<file path="src/rtl/cmos_pkg.sv">
// ---------------------------------------------------------------------------
// cmos_pkg
// Shared encodings for the CMOS camera capture slice:
//   mode_e  - pixel format selector latched at frame start
//   state_e - capture FSM state (wait for first frame, skip settling frames,
//             deliver pixels)
// ---------------------------------------------------------------------------
package cmos_pkg;

  typedef enum logic [1:0] {
    MODE_RGB565 = 2'd0,
    MODE_RAW8   = 2'd1
  } mode_e;

  typedef enum logic [1:0] {
    ST_WAIT = 2'd0,
    ST_SKIP = 2'd1,
    ST_RUN  = 2'd2
  } state_e;

  // Reserved mode codes (2, 3) fall back to RGB565.
  function automatic mode_e decode_mode(input logic [1:0] raw);
    return (raw == 2'd1) ? MODE_RAW8 : MODE_RGB565;
  endfunction

endpackage

</file>
<file path="src/rtl/cmos_pix_unpack.sv">
// ---------------------------------------------------------------------------
// cmos_pix_unpack
// Combinational pixel-format expansion to 24-bit RGB.
//   byte_hi : first byte of an RGB565 pair (D[15:8]); unused in RAW8
//   byte_lo : second RGB565 byte (D[7:0]) or the RAW8 luma byte
//   mode    : pixel format
//   rgb24   : {R8, G8, B8}
// RGB565 channels are widened by replicating their MSBs into the new LSBs,
// so full-scale inputs map to 0xFF and zero stays zero.
// ---------------------------------------------------------------------------
module cmos_pix_unpack
  import cmos_pkg::*;
(
  input  logic [7:0]  byte_hi,
  input  logic [7:0]  byte_lo,
  input  mode_e       mode,
  output logic [23:0] rgb24
);

  logic [15:0] word;
  logic [4:0]  r5;
  logic [5:0]  g6;
  logic [4:0]  b5;

  assign word = {byte_hi, byte_lo};
  assign r5   = word[15:11];
  assign g6   = word[10:5];
  assign b5   = word[4:0];

  always_comb begin
    if (mode == MODE_RAW8) begin
      rgb24 = {byte_lo, byte_lo, byte_lo};
    end else begin
      rgb24 = {r5, r5[4:2], g6, g6[5:4], b5, b5[4:2]};
    end
  end

endmodule

</file>
<file path="src/rtl/cmos_capture_ml.sv">
// ---------------------------------------------------------------------------
// cmos_capture_ml
// Captures a DVP-style CMOS sensor stream and delivers 24-bit RGB pixels.
// Parameters:
//   DATA_W      - sensor bus width (8 or 10; the upper 8 bits are used)
//   CNT_W       - width of the x/y coordinate counters
//   SKIP_FRAMES - whole frames discarded after reset while the sensor settles
// Ports:
//   CLK_i, rst_i          - clock, synchronous active-high reset
//   cmos_ce_i             - byte qualifier for the sensor inputs
//   cmos_vsync_i/href_i   - frame sync / line valid
//   cmos_data_i           - sensor byte
//   mode_i                - 0 RGB565, 1 RAW8, others RGB565 (latched per frame)
//   crop_en_i, crop_*_i   - inclusive crop window (latched per frame)
//   rgb_o, de_o           - pixel and its one-cycle valid
//   hs_o, vs_o            - href / vsync aligned with de_o
//   x_o, y_o              - sensor coordinates of rgb_o
//   frame_cnt_o           - delivered-frame counter (wraps)
//   line_err_o            - sticky: a line ended on half an RGB565 pixel
// Pipeline: S1 registers the sensor inputs on ce; the output stage decodes
// S1 (edges, byte phase, counters) and registers the pixel. de_o therefore
// rises two cycles after the ce cycle carrying the completing byte.
// ---------------------------------------------------------------------------
module cmos_capture_ml
  import cmos_pkg::*;
#(
  parameter int DATA_W      = 8,
  parameter int CNT_W       = 12,
  parameter int SKIP_FRAMES = 10
) (
  input  logic              CLK_i,
  input  logic              rst_i,
  input  logic              cmos_ce_i,
  input  logic              cmos_vsync_i,
  input  logic              cmos_href_i,
  input  logic [DATA_W-1:0] cmos_data_i,
  input  logic [1:0]        mode_i,
  input  logic              crop_en_i,
  input  logic [CNT_W-1:0]  crop_x0_i,
  input  logic [CNT_W-1:0]  crop_x1_i,
  input  logic [CNT_W-1:0]  crop_y0_i,
  input  logic [CNT_W-1:0]  crop_y1_i,
  output logic [23:0]       rgb_o,
  output logic              de_o,
  output logic              hs_o,
  output logic              vs_o,
  output logic [CNT_W-1:0]  x_o,
  output logic [CNT_W-1:0]  y_o,
  output logic [15:0]       frame_cnt_o,
  output logic              line_err_o
);

  localparam int SKIP_W = (SKIP_FRAMES < 2) ? 1 : $clog2(SKIP_FRAMES + 1);

  function automatic logic [CNT_W-1:0] sat_inc(input logic [CNT_W-1:0] v);
    return (&v) ? v : v + CNT_W'(1);
  endfunction

  // ---------------- S1: sensor input register ----------------
  logic       s1_vld;   // S1 was loaded in the previous cycle
  logic       s1_vs, s1_hs;
  logic       s1_vs_d, s1_hs_d; // S1 values from the previous ce cycle
  logic [7:0] s1_data;

  // NOTE: sequential state uses non-blocking assignments so every register
  // samples the pre-edge value of its sources, independent of block order.
  always_ff @(posedge CLK_i) begin
    if (rst_i) begin
      s1_vld  <= 1'b0;
      s1_vs   <= 1'b0;
      s1_hs   <= 1'b0;
      s1_vs_d <= 1'b0;
      s1_hs_d <= 1'b0;
      s1_data <= 8'h00;
    end else begin
      s1_vld <= cmos_ce_i;
      if (cmos_ce_i) begin
        s1_vs_d <= s1_vs;
        s1_hs_d <= s1_hs;
        s1_vs   <= cmos_vsync_i;
        s1_hs   <= cmos_href_i;
        s1_data <= cmos_data_i[DATA_W-1 -: 8];
      end
    end
  end

  logic frame_start, line_end;
  assign frame_start = s1_vld && s1_vs && !s1_vs_d;
  assign line_end    = s1_vld && !s1_hs && s1_hs_d;

  // ---------------- FSM ----------------
  state_e            state, state_nxt;
  logic [SKIP_W-1:0] skip_cnt;

  always_ff @(posedge CLK_i) begin
    if (rst_i) state <= ST_WAIT;
    else       state <= state_nxt;
  end

  // NOTE: every output of a combinational block gets a default first, so no
  // path leaves it unassigned and no latch is inferred.
  always_comb begin
    state_nxt = state;
    case (state)
      ST_WAIT: if (frame_start) state_nxt = (SKIP_FRAMES == 0) ? ST_RUN : ST_SKIP;
      ST_SKIP: if (frame_start && skip_cnt == SKIP_W'(SKIP_FRAMES)) state_nxt = ST_RUN;
      ST_RUN:  state_nxt = ST_RUN;
      default: state_nxt = ST_WAIT;
    endcase
  end

  // Counts frame starts since leaving WAIT; the first one is counted on entry.
  always_ff @(posedge CLK_i) begin
    if (rst_i) begin
      skip_cnt <= '0;
    end else if (frame_start) begin
      if (state == ST_WAIT)                               skip_cnt <= SKIP_W'(1);
      else if (state == ST_SKIP && state_nxt == ST_SKIP)  skip_cnt <= skip_cnt + SKIP_W'(1);
    end
  end

  // ---------------- per-frame configuration ----------------
  mode_e            mode_q;
  logic             crop_en_q;
  logic [CNT_W-1:0] crop_x0_q, crop_x1_q, crop_y0_q, crop_y1_q;

  always_ff @(posedge CLK_i) begin
    if (rst_i) begin
      mode_q    <= MODE_RGB565;
      crop_en_q <= 1'b0;
      crop_x0_q <= '0;
      crop_x1_q <= '0;
      crop_y0_q <= '0;
      crop_y1_q <= '0;
    end else if (frame_start) begin
      mode_q    <= decode_mode(mode_i);
      crop_en_q <= crop_en_i;
      crop_x0_q <= crop_x0_i;
      crop_x1_q <= crop_x1_i;
      crop_y0_q <= crop_y0_i;
      crop_y1_q <= crop_y1_i;
    end
  end

  // ---------------- pixel assembly and output stage ----------------
  logic             phase;    // 1: holding the first RGB565 byte
  logic [7:0]       byte_hi;
  logic [CNT_W-1:0] x_cnt, y_cnt; // coordinates of the next pixel
  logic [23:0]      pix_rgb;
  logic             crop_ok;

  cmos_pix_unpack u_unpack (
    .byte_hi (byte_hi),
    .byte_lo (s1_data),
    .mode    (mode_q),
    .rgb24   (pix_rgb)
  );

  // An inverted window (x0 > x1 or y0 > y1) can never satisfy both bounds.
  assign crop_ok = !crop_en_q ||
                   ((x_cnt >= crop_x0_q) && (x_cnt <= crop_x1_q) &&
                    (y_cnt >= crop_y0_q) && (y_cnt <= crop_y1_q));

  always_ff @(posedge CLK_i) begin
    if (rst_i) begin
      phase       <= 1'b0;
      byte_hi     <= 8'h00;
      x_cnt       <= '0;
      y_cnt       <= '0;
      rgb_o       <= 24'h0;
      de_o        <= 1'b0;
      hs_o        <= 1'b0;
      vs_o        <= 1'b0;
      x_o         <= '0;
      y_o         <= '0;
      frame_cnt_o <= 16'h0;
      line_err_o  <= 1'b0;
    end else begin
      de_o <= 1'b0;
      hs_o <= s1_hs;
      vs_o <= s1_vs;
      if (frame_start) begin
        // Also aborts a line in progress: the held byte is dropped silently.
        phase <= 1'b0;
        x_cnt <= '0;
        y_cnt <= '0;
        if (state_nxt == ST_RUN) frame_cnt_o <= frame_cnt_o + 16'd1;
      end else if (s1_vld) begin
        if (!s1_hs) begin
          phase <= 1'b0;
          if (line_end) begin
            x_cnt <= '0;
            y_cnt <= sat_inc(y_cnt);
            if (phase) line_err_o <= 1'b1;
          end
        end else if (mode_q == MODE_RGB565 && !phase) begin
          byte_hi <= s1_data;
          phase   <= 1'b1;
        end else begin
          phase <= 1'b0;
          rgb_o <= pix_rgb;
          x_o   <= x_cnt;
          y_o   <= y_cnt;
          x_cnt <= sat_inc(x_cnt);
          de_o  <= (state == ST_RUN) && crop_ok;
        end
      end
    end
  end

endmodule

</file>
<file path="config.mk">
export PLATFORM = sky130hd
export DESIGN_NAME = cmos_capture_ml
export DESIGN_NICKNAME = d
export VERILOG_FILES = /design/src/rtl/cmos_pkg.sv /design/src/rtl/cmos_pix_unpack.sv /design/src/rtl/cmos_capture_ml.sv
export SDC_FILE = /design/constraint.sdc
export NUM_CORES = 1
export LEC_CHECK = 0
export BUFFER_PORTS_ARGS = -buffer_cell sky130_fd_sc_hd__buf_2
export CAP_MARGIN = 20
export CORE_ASPECT_RATIO = 1.2
export CORE_MARGIN = 5
export CORE_UTILIZATION = 40
export CTS_BUF_LIST = sky130_fd_sc_hd__clkbuf_4
export CTS_CLUSTER_SIZE = 10
export DETAILED_ROUTE_END_ITERATION = 10
export PLACE_DENSITY = 0.58
export SLEW_MARGIN = 20
export SYNTH_ARGS = -nofsm -noshare
export SYNTH_HDL_FRONTEND = slang
export SYNTH_HIERARCHICAL = 1
export SYNTH_SLANG_ARGS = --single-unit
</file>
<file path="constraint.sdc">
create_clock -name CLK_i -period 2 [get_ports CLK_i]
set_clock_uncertainty 0.1 [all_clocks]
set_input_delay 0.1 -clock CLK_i [delete_from_list [all_inputs] [get_ports CLK_i]]
set_output_delay 0.1 -clock CLK_i [all_outputs]
set_load 0.02 [all_outputs]
</file>
# After elaboration in Yosys (flattened, before gate mapping)
# Index checks and enable logic that the tools add are counted.
# word_totals
ff_bits,171
latchBits,0
mem_bits_rw,0
rom_bits,0
inputBits,64
output_inout_bits,68
wordCells,92
memories,0
# op_classes
n_addsub,4
n_mul,0
div_mod_pow,0
order_cmp,4
eq_ne,9
shifts,0
n_mux,13
n_bitwise,5
reduce_logical,31
# ops
op,count
two-way mux 12 bit,4
"adder 12 x 1 -> 12 bit, second input constant",2
greater-or-equal comparator 12 bit,2
less-or-equal comparator 12 bit,2
two-way mux 24 bit,1
AND reduction 12 bit,2
"adder 16 x 1 -> 16 bit, second input constant",1
AND reduction 4 bit,4
logical AND 1 bit,11
"equality test 2 x 1 -> 1 bit, second input constant",4
two-way mux 4 bit,2
one-hot mux 2 bit (3 select lines),1
inverter 1 bit,5
AND reduction 5 bit,1
OR reduction 5 bit,1
"adder 4 x 1 -> 4 bit, second input constant",1
"equality test 2 bit, second input constant",2
"equality test 4 bit, second input constant",1
zero test 1 bit,4
zero test 2 bit,2
two-way mux 2 bit,2
"!= test 2 bit, second input constant",2
AND reduction 2 bit,2
nonzero test 2 bit,2
other kinds (3),5

# Logic depth before layout (Yosys ltp)
# Gate-level depths: netlist (run 1).
# logic_depth
word_depth,9
mapped_depth,9
mapped_depth_nobuf,8

# Cells and area by module
# The synthesis (run 1) kept the hierarchy.
# by_module_without_submodules
mod,instances,cells_each,area_each_um2,seq_area_each_um2
cmos_capture_ml,1,928,7608.5,3403.3
cmos_pix_unpack,1,28,410.4,0.0

# Worst setup path before layout (run 1)
# OpenSTA, ideal clock, no wires.
# synth_path
path_kind,register to register
from,register frame_cnt_o[5]
to,register frame_cnt_o[15]
setup_ns,0.128
arrival_ns,1.584
required_ns,1.772
path_slack_ns,0.188
stages_incl_launch_ff,7
n_path_buf,0
period_less_slack_ns,1.812
cell_sequence,dfxtp_1 > and4_1 > nand4_1 > or3_1 > nor3_2 > xnor2_1 > nor2_1
# synth_via
elab_chain_cells,1
# synth_rtl
element,line,rtl
"start, declared",cmos_capture_ml.sv:49,"output logic [15:0] frame_cnt_o,"
"start signal, assigned",cmos_capture_ml.sv:187,if (state_nxt == ST_RUN) frame_cnt_o <= frame_cnt_o + 16'd1;
adder 16 x 1 -> 16 bit,cmos_capture_ml.sv:187,
# No other way between the ends.
# A chain may end at the register's enable or synchronous reset.

# Worst setup path after layout (run 1)
# layout_path
from,register x_cnt[7]
to,register de_o
# layout_via
elab_chain_cells,6
elab_cells_between_ends,7
classes_between,order compare (2); reduce/logical (5)
# layout_rtl
element,line,rtl
"start, declared",cmos_capture_ml.sv:148,"logic [CNT_W-1:0] x_cnt, y_cnt;"
"start signal, assigned",cmos_capture_ml.sv:204,x_cnt <= sat_inc(x_cnt);
greater-or-equal comparator 12 bit / less-or-equal comparator 12 bit (equally long branches),cmos_capture_ml.sv:161,((x_cnt >= crop_x0_q) && (x_cnt <= crop_x1_q) &&
logical AND 1 bit (*) (2 in a row),cmos_capture_ml.sv:161,
logical AND 1 bit (*),cmos_capture_ml.sv:162,(y_cnt >= crop_y0_q) && (y_cnt <= crop_y1_q));
logical OR 1 bit (*),cmos_capture_ml.sv:160,assign crop_ok = !crop_en_q ||
logical AND 1 bit (*),cmos_capture_ml.sv:205,de_o <= (state == ST_RUN) && crop_ok;
"end signal, assigned",cmos_capture_ml.sv:205,
"end, declared",cmos_capture_ml.sv:44,"output logic de_o,"
# Mark *: on every way between the ends. The rest lies on a longest branch, timed or not.

==> results.md, run 1 <==
* Period Utilization, post-route at 95.1%
* Cells after synthesis at 956
* Std cell rows at 56
* Critical setup path kind: reg2reg
* Most common cell after layout, fill and taps aside: nand2_1
* Pin count of the biggest net entering global routing at 101
* Pwr Total at 6.29 mW
* DIE AREA at 23000 µm²
* Yosys warns at 6
* Post-synthesis cell type count at 49
* Post-synth net total at 1073
* Crit start category: register
* Finished Core Util at 52.7%
* Final hold viol count at 0
* Top flop regs: rgb_o (24), frame_cnt_o (16)
* Prevailing post-synth register cell: dfxtp_1
* Routed WL at 20800 µm
* Syn Area/Cell at 8.39 µm²
* Starting Density at 40.9%
* Clk slew on worst S/H paths at 0.15 ns
* Power Internal at 4.82 mW
* Hpwl dp at 14200 µm
* Seq pwr share at 55.1%
* R2R cell count at 6
* Vias at 7092
* Pre-antenna DRT Iters at 4
* Clock root buffer: clkbuf_4
* Die H at 165 µm
* Maximum level of the CTS H-tree at 4
* HP Class: in2reg
* Max-cap viol count at 0
* Gr ovfl total at 0
* Crit-path max FO at 4
* Initial antenna violation count at 2
* P&R area growth vs syn at 29.0%
* DR iter-0 viols at 342
* GP Congestion at 0.813
* Fin crit period at 1.90 ns
* CTS Buffer Depth at 2
* Power Dens Cells at 608 nW/µm²
* Async set-or-reset flop fraction in the synthesized netlist at 0%
* Final net count at 1296
* Number of fill cells at 1938
* Clock Sinks at 170
* Net Sw Frac at 23.4%
* Clock share of power at 37.4%
* Via density at 4.88
* Status: completed
* Maximum clock frequency at 526 MHz
* Peak supply drop at 0.350 mV
* Max reg flops at 24
* Global-route wire length before repair at 34100 µm
* Combinational share of power at 7.5%
* IO buf count at 131
* Max-slew violations at 0
* R2R Path Start: x_cnt[7]
* Core ar. at 19600 µm²
* Synth Register Bits at 170
* Post-Syn Area at 8020 µm²
* Psw at 1.47 mW
* Number of synthesized flops with an enable pin at 0
* CTS buffer count at 17
* CTS tree: done
* CP Data Required Time at 2.41 ns
* Leakage at 4.25 nW
* Worst r2r dst: de_o
* Share of layout cells above drive strength 1 at 22.3%
* DIE WIDTH at 139 µm
* Overall Global Routing Usage at 18.2%
* Vias in the first global route at 6928
* Worst setup EP type: register
* Avg WL per Cell at 14.3 µm
* CP arrival at 2.32 ns
* Clock Latency Late Sink at 0.57 ns
* Beginning of the worst hold path: crop_x1_i[5]
* Most frequent cells in the layout: nand2_1 (224), dfxtp_1 (162), buf_2 (130)
* Final Setup Violations at 0
* Register area share after synthesis at 42.4%
* Worst Hold Depth at 4
* Reg2reg setup slack at 0.1 ns
* Most flops, register: rgb_o
* Hold EP: crop_x1_q[5]
* # DRC at 0
* Remaining antenna violation count at 0
* # IOs at 132
## metal layers
layer	share of wire [%]	wire, µm	track usage (%)	vias up
met5	0	0	0	-
met2	49	10100	32.0	140
li1	-	-	-	3664
met3	4.9	1010	4.49	24
met1	45	9330	21.8	3264
met4	1.7	359	5.96	0
## synth_stat cells (2+ instances only)
cell type / instances / area [µm²]
a2111oi_0: 3 / 26.3
and4_1: 5 / 43.8
buf_2: 12 / 60.1
nand4_1: 20 / 125
nor4_1: 4 / 25.0
a211oi_1: 8 / 60.1
o21ai_0: 14 / 70.1
xnor2_1: 13 / 114
and2_1: 5 / 31.3
o211ai_1: 2 / 15.0
xor2_1: 17 / 149
mux2i_1: 22 / 220
clkbuf_1: 27 / 101
nand2b_1: 5 / 31.3
nor2_1: 63 / 236
nand3b_1: 3 / 22.5
inv_1: 54 / 203
nor3_1: 14 / 70.1
buf_12: 2 / 40.0
mux2_2: 4 / 45.0
nor2b_1: 7 / 43.8
nand3_1: 16 / 80.1
or3_1: 9 / 56.3
and3_1: 3 / 18.8
dfxtp_1: 170 / 3400
a21oi_1: 125 / 626
buf_1: 8 / 30.0
a21o_1: 4 / 30.0
nor3_2: 2 / 20.0
nand2_1: 225 / 845
ha_1: 53 / 663
mux2_4: 20 / 300
## power by group through the flow
stage / registers [mW] / logic, mW / clock network, mW
final: 3.46 / 0.473 / 2.35
after global routing: 3.47 / 0.519 / 2.56
after CTS: 3.46 / 0.464 / 2.44
after detailed placement: 3.54 / 0.346 / 0
after global placement: 3.54 / 0.344 / 0
after floorplan: 3.52 / 0.208 / 0
## cell families after synthesis
family                   Yosys count  share of synthesized area (%)
AO/OA/AOI/OAI                    164                           11.5
XOR/XNOR                          30                           3.28
adder cells (fa/ha/maj)           53                           8.27
buffers and inverters            104                           5.55
flip-flops                       170                           42.4
multiplexers                      46                           7.05
other                              1                         0.0468
AND/OR/NAND/NOR                  388                           21.9
## metrics by stage
step	std cells	worst slack, ns	hold WS [ns]	instance area, µm²	setup TNS, ns
floorplan	956	0.188	0.136	8020	0
global placement	1344	-0.0448	0.234	9170	-0.0448
detailed placement	1344	-0.0279	0.242	9170	-0.0279
CTS	1448	0.0150	0.122	10200	0
global route	1454	-0.0133	0.132	10300	-0.0239
finish	1454	0.0977	0.199	10300	0
## layout make-up
cell class                 instances  area (µm²)  share of cell area, %
multi-input combinational        683        4250                   41.1
sequential                       170        3410                   33.0
timing repair buffer             253        1810                   17.5
tap                              261         327                   3.16
inverter                          54         203                   1.96
clock inverter                    12         199                   1.92
clock buffer                      19         143                   1.38
antenna                            2        5.00                 0.0484
## worst max-delay path, cell delays in order, from the launching register on
cell and delay (ns):
dfxtp_1 0.47, ha_1 0.30, a21oi_1 0.20, a21oi_1 0.11
a2111oi_1 0.40, nor3_1 0.11, nor3_2 0.15
## repair_timing
item / CTS / global route
pin swaps: 0 / 9
endpoints found under the setup margin: 1 / 21
hold buffers: 73 / 0
endpoints found under the hold margin: 66 / 0
buffers inserted: 0 / 3
gates resized for setup: 1 / 23
gates cloned: 0 / 1
## how the worst max path moves through the flow
stage,start,end,slack [ns],cells past startpoint
after floorplan,frame_cnt_o[5],frame_cnt_o[15],0.19,6
final,x_cnt[7],de_o,0.1,6
after detailed placement,y_cnt[0],de_o,-0.03,8
after global placement,y_cnt[0],de_o,-0.04,8
after global routing,crop_x1_q[5],de_o,-0.01,8
after CTS,skip_cnt[1],frame_cnt_o[10],0.02,7
Note: power is estimated with default switching activity, not from simulation.
==> run 2: changes to the inputs <==
--- a/config.mk
+++ b/config.mk
@@ -5,7 +5,7 @@
 export SDC_FILE = /design/constraint.sdc
 export NUM_CORES = 1
 export LEC_CHECK = 0
-export BUFFER_PORTS_ARGS = -buffer_cell sky130_fd_sc_hd__buf_2
+export BUFFER_PORTS_ARGS = -buffer_cell sky130_fd_sc_hd__buf_4
 export CAP_MARGIN = 20
 export CORE_ASPECT_RATIO = 1.2
 export CORE_MARGIN = 5
==> run 2 against run 1 <==
Setup slack gained 0.012 ns. Cell count grew 0.55%. Register-to-register slack is essentially flat. Total power shrank 7.2%. Sequential cell count is the same. Design area grew 2.4%. Critical path type unchanged. Highest routed layer unchanged.
==> results.md, run 2 (same netlist as run 1, synthesis figures left out) <==
* Status: completed
* Critical setup path kind: reg2reg
* Clock Latency Late Sink at 0.58 ns (about the same)
* Pre-antenna DRT Iters at 4 (unchanged)
* Power Dens Cells at 551 nW/µm² (-9.4%)
* Clock root buffer: clkbuf_4
* Clock Sinks at 170 (unchanged)
* Maximum level of the CTS H-tree at 4 (unchanged)
* Initial antenna violation count at 3 (+1)
* DIE WIDTH at 139 µm (unchanged)
* Starting Density at 40.9% (unchanged)
* Hpwl dp at 14800 µm (+3.9%)
* Max incr delay on CP at 0.35 ns (-0.12 ns)
* Period Utilization, post-route at 94.5% (-0.58 points)
* Final hold viol count at 0 (unchanged)
* IO buf count at 131 (unchanged)
* CTS Buffer Depth at 2 (unchanged)
* Most frequent cells in the layout: nand2_1 (224), buf_4 (184), dfxtp_1 (165)
* Critical Path Start: y_cnt[5]
* Critical Path Sink: de_o
* Global-route wire length before repair at 34600 µm (+1.4%)
* R2R Path Start: y_cnt[5]
* Vias at 7114 (+0.31%)
* Max-slew violations at 0 (unchanged)
* # IOs at 132 (unchanged)
* Worst r2r dst: de_o
* Reg2reg setup slack at 0.11 ns (about the same)
* Die H at 165 µm (unchanged)
* Final net count at 1302 (+0.46%)
* Finished Core Util at 54.0% (+1.3 points)
* Pin count of the biggest net entering global routing at 57 (-44%)
* Fin crit period at 1.89 ns (-0.0116 ns)
* Avg WL per Cell at 14.4 µm (+0.85%)
* Total placed cells including tap cells at 1353 (+0.67%)
* # DRC at 0 (unchanged)
* Crit start category: register
* Final Non-Filler Cells at 1462 (+0.55%)
* Std cell rows at 56 (unchanged)
* GP Congestion at 0.820 (+0.92%)
* Maximum clock frequency at 529 MHz (+0.61%)
* Gr ovfl total at 0 (unchanged)
* Fin Hold WS at 0.200 ns (+0.000298 ns)
* Post-DP Area at 9550 µm² (+4.1%)
* Final Setup Violations at 0 (unchanged)
* CTS buffer count at 17 (unchanged)
* Via density at 4.87 (-0.24%)
* DIE AREA at 23000 µm² (unchanged)
* CP Data Required Time at 2.37 ns (-0.04 ns)
* Most frequent CP cell: a211oi_2
* Top delay family on crit path: compound AO/OA/AOI/OAI gates
* RSZ-0062 raised after global routing: yes
* P&R area growth vs syn at 32.1%
* Vias in the first global route at 6962 (+0.49%)
* Worst path depth at 8 (+2)
* Routed WL at 21100 µm (+1.4%)
* CTS tree: done
* Overall Global Routing Usage at 18.4% (+0.22 points)
* CP cell instances: buf_4 -> ha_1 -> a211oi_2 -> nor2_1 -> a211oi_2 -> o21ai_0 -> a31oi_1 -> nor3_2
* HP Class: in2reg
* Most common cell after layout, fill and taps aside: nand2_1
* Pre-CTS setup slack at -0.0898 ns (-0.0619 ns)
* Crit-path max FO at 7 (+3)
* DR iter-0 viols at 335 (-2.0%)
* Max-cap viol count at 0 (unchanged)
* Core ar. at 19600 µm² (unchanged)
* CP arrival at 2.26 ns (-0.06 ns)
* Post-route setup slack at 0.109 ns (+0.0116 ns)
* Slowest CP cell: dfxtp_1
* R2R cell count at 8 (+2)
* Worst setup EP type: register
* Worst Hold Depth at 4 (unchanged)
* Clk slew on worst S/H paths at 0.15 ns (about the same)
* Remaining antenna violation count at 0 (unchanged)
* Share of layout cells above drive strength 1 at 22.1% (-0.21 points)
* Peak supply drop at 0.292 mV (-17%)
* Final Cell Area at 10600 µm² (+2.4%)
* Leakage at 4.27 nW (+0.60%)
* Worst Path Buf+Inv at 1 (+1)
* Max reg flops at 24 (unchanged)
* Most flops, register: rgb_o
* Top flop regs: rgb_o (24), frame_cnt_o (16)
-- run 2: area by class of cell --
type,instances,area [µm²]
Antenna cell,3,7.51
Clock buffer,17,128
Clock inverter,15,126
Fill cell,1897,9030
Inverter,54,203
Multi-Input combinational cell,682,4220
Sequential cell,170,3410
Tap cell,261,327
Timing Repair Buffer,260,2170
-- run 2: what timing repair did --
action / in CTS / in global routing
endpoints found under the hold margin: 69 / 0
setup buffers: 0 / 1
resized for setup: 2 / 13
endpoints found under the setup margin: 1 / 12
pin swaps: 0 / 7
hold buffers: 73 / 0
-- run 2: power by group --
| part | leakage [nW] | switching [mW] | internal [mW] |
|---|---|---|---|
| sequential | 1.38 | 0.0392 | 3.42 |
| combinational | 2.77 | 0.218 | 0.291 |
| clock | 0.131 | 1.25 | 0.612 |
-- run 2: metrics by stage --
step                      TNS, ns  total power [mW]
after floorplan                 0              3.73
after global placement     -0.109              3.91
after detailed placement  -0.0898              3.92
after CTS                       0              5.91
after global routing      -0.0183              6.14
final                           0              5.83
-- run 2: metal layers --
layer	up-vias	share of wire [%]	global-route usage, %	wire [µm]
met5	-	0	0	0
met1	3307	46	23.1	9680
met2	123	49	31.6	10300
met4	0	1.2	4.94	249
met3	17	4.3	4.69	905
li1	3667	-	-	-
-- run 2: how the worst min path moves through the flow --
stage              startpoint            end
4_1_cts          crop_x1_i[7]   crop_x1_q[7]
2_1_floorplan   crop_x0_i[10]  crop_x0_q[10]
5_1_grt          crop_y1_i[5]   crop_y1_q[5]
3_3_place_gp   cmos_data_i[6]     s1_data[6]
6_report         crop_x0_i[4]   crop_x0_q[4]
3_5_place_dp   cmos_data_i[1]     s1_data[1]
-- run 2: worst register-to-register path: stages, from the launching register on --
cell	delay [ns]
dfxtp_1	0.35
buf_4	0.16
ha_1	0.31
a211oi_2	0.22
nor2_1	0.08
a211oi_2	0.16
o21ai_0	0.14
a31oi_1	0.22
nor3_2	0.06
==> run 3: changes to the inputs <==
--- a/config.mk
+++ b/config.mk
@@ -13,6 +13,7 @@
 export CTS_BUF_LIST = sky130_fd_sc_hd__clkbuf_4
 export CTS_CLUSTER_SIZE = 10
 export DETAILED_ROUTE_END_ITERATION = 10
+export GPL_TIMING_DRIVEN = 0
 export PLACE_DENSITY = 0.58
 export SLEW_MARGIN = 20
 export SYNTH_ARGS = -nofsm -noshare
==> run 3 against run 2 <==
Count of clock-buffer cells in the layout is 1 higher. Setup slack worse by 0.083 ns. Total power increased by 7.8%. Core utilization is 0.47 points lower. Register-to-register slack worse by 0.08 ns. Sequential cell count unchanged. Wire length up 3.8%. First-iteration DRC count is 21% lower. Critical path type unchanged. Critical endpoint is now frame_cnt_o[12]. Largest cell class unchanged. Largest power group unchanged. Highest routed layer unchanged.
==> results.md, run 3 (same netlist as run 1, synthesis figures left out) <==
* GP Congestion at 0.800 (-2.5%)
* Die H at 165 µm (unchanged)
* Routed WL at 21900 µm (+3.8%)
* Clock root buffer: clkbuf_4
* Share of layout cells above drive strength 1 at 21.5% (-0.66 points)
* Most frequent cells in the layout: nand2_1 (225), dfxtp_1 (154), buf_4 (137)
* CP cell instances: inv_1 -> ha_1 -> nand4b_1 -> o21ai_4 -> nand4_1 -> or3_1 -> a21oi_1
* Fin Hold WS at 0.225 ns (+0.0250 ns)
* Slew margin rel. at 53.1%
* CTS Buffer Depth at 2 (unchanged)
* Gr ovfl total at 0 (unchanged)
* CTS tree: done
* Slowest CP cell: or3_1
* DIE WIDTH at 139 µm (unchanged)
* Overall Global Routing Usage at 19.2% (+0.80 points)
* IO buf count at 130 (-0.76%)
* Starting Density at 40.9% (unchanged)
* Met3 Usage GRT at 4.21% (-0.49 points)
* Core ar. at 19600 µm² (unchanged)
* Crit-path max FO at 5 (-2)
* Leakage at 4.18 nW (-2.1%)
* Status: completed
* Post-DP Area at 9320 µm² (-2.4%)
* Max incr delay on CP at 0.38 ns (+0.03 ns)
* Power Dens Cells at 599 nW/µm² (+8.7%)
* Maximum clock frequency at 507 MHz (-4.2%)
* RSZ-0062 raised after global routing: yes
* Worst setup EP type: register
* GRT met1 Usage at 25.1% (+2.0 points)
* Gr busiest metal: met2
* DIE AREA at 23000 µm² (unchanged)
* Grt met2 use at 31.9% (+0.31 points)
* Avg WL per Cell at 15.1 µm (+4.7%)
* Clk slew on worst S/H paths at 0.14 ns (about the same)
* Vias in the first global route at 6888 (-1.1%)
* CP Data Required Time at 2.38 ns (about the same)
* Period Utilization, post-route at 98.7% (+4.1 points)
* Total placed cells including tap cells at 1347 (-0.44%)
* DR iter-0 viols at 266 (-21%)
* Fin crit period at 1.97 ns (+0.0828 ns)
* Vias at 7059 (-0.77%)
* Final Cell Area at 10500 µm² (-0.87%)
* Std cell rows at 56 (unchanged)
* Final Setup Violations at 0 (unchanged)
* Top delay family on crit path: simple AND/OR/NAND/NOR gates
* CP arrival at 2.35 ns (+0.09 ns)
* Via density at 4.87 (about the same)
* Most flops, register: rgb_o
* Remaining antenna violation count at 0 (unchanged)
* Worst Path Buf+Inv at 1 (unchanged)
* Final net count at 1292 (-0.77%)
* Maximum level of the CTS H-tree at 4 (unchanged)
* Max-slew violations at 0 (unchanged)
* Top flop regs: rgb_o (24), frame_cnt_o (16)
* P&R area growth vs syn at 30.9%
* Global-route wire length before repair at 35600 µm (+2.8%)
* Reg2reg setup slack at 0.03 ns (-0.08 ns)
* Pre-antenna DRT Iters at 4 (unchanged)
* # DRC at 0 (unchanged)
* # IOs at 132 (unchanged)
* Max reg flops at 24 (unchanged)
* Critical setup path kind: reg2reg
* CTS buffer count at 17 (unchanged)
* Clock Sinks at 170 (unchanged)
* HP Class: in2reg
* Hpwl dp at 15900 µm (+7.4%)
* Most common cell after layout, fill and taps aside: nand2_1
* Crit start category: register
* Peak supply drop at 0.348 mV (+19%)
* Final Non-Filler Cells at 1450 (-0.82%)
* Clock Latency Late Sink at 0.55 ns (-0.03 ns)
* Initial antenna violation count at 1 (-2)
* Final hold viol count at 0 (unchanged)
* Pin count of the biggest net entering global routing at 17 (-70%)
* Slew @ Worst Pin at 0.703 ns
* Max-cap viol count at 0 (unchanged)
==> run 3: cell types whose count changed in the layout (fill, tap and decap cells not counted), moves of 8 or more <==
cell           delta
buf_4            -47
clkbuf_2          +8
dlygate4sd3_1     -9
dfxtp_2          +10
dfxtp_1          -11
clkbuf_1         +22
==> run 3: per-layer routing <==
layer / routed length (µm) / vias to the layer above
met4: 333 / 0
met1: 10200 / 3246
met3: 930 / 23
met5: 0 / -
met2: 10400 / 138
li1: - / 3652
==> run 3: where the power goes <==
group | switching (mW) | internal (mW) | total (mW)
clock | 1.21 | 1.12 | 2.32
combinational | 0.235 | 0.268 | 0.504
sequential | 0.0373 | 3.42 | 3.46
total | 1.48 | 4.81 | 6.29
==> run 3: what timing repair did <==
| action | CTS | global route |
|---|---|---|
| hold buffers | 64 | 0 |
| gates resized for setup | 18 | 46 |
| hold endpoints to repair | 63 | 0 |
| cloned | 0 | 1 |
| buffers inserted | 0 | 6 |
| pin swaps | 0 | 11 |
| setup endpoints to repair | 11 | 74 |
==> run 3: tightest hold or removal path, delay by kind of cell <==
kind                   cells  cell delay, ns
buffers and inverters      2            0.62
and+or+nand+nor            1            0.07
muxes                      1            0.05
==> run 3: final timing paths <==
kind / from / to / depth (start not counted)
worst min register to register: x_o[2] / x_o[2] / 2
worst max-delay path: skip_cnt[0] / frame_cnt_o[12] / 7
worst max register to register: skip_cnt[0] / frame_cnt_o[12] / 7
worst min-delay path: cmos_data_i[1] / s1_data[1] / 4
==> run 3: area by class of cell <==
| class | count | area [µm²] |
|---|---|---|
| flip-flops and latches | 170 | 3430 |
| clock buffers | 18 | 135 |
| repair buffers | 200 | 1660 |
| diodes | 1 | 2.50 |
| clock inverters | 14 | 203 |
| plain buffers | 49 | 265 |
| multi-input cells | 683 | 4280 |
| inverters | 54 | 203 |
| fillers | 1912 | 9120 |
| well taps | 261 | 327 |
==> run 3: through the flow <==
stage	power (mW)	utilization (%)	TNS [ns]	setup slack, ns
2_1_floorplan	3.73	-	0	0.188
3_3_place_gp	3.92	47.5	-0.448	-0.299
3_5_place_dp	3.93	47.5	-0.642	-0.348
4_1_cts	6.36	52.8	0	0.000679
5_1_grt	6.55	53.5	-0.564	-0.0985
6_report	6.29	53.5	0	0.0264
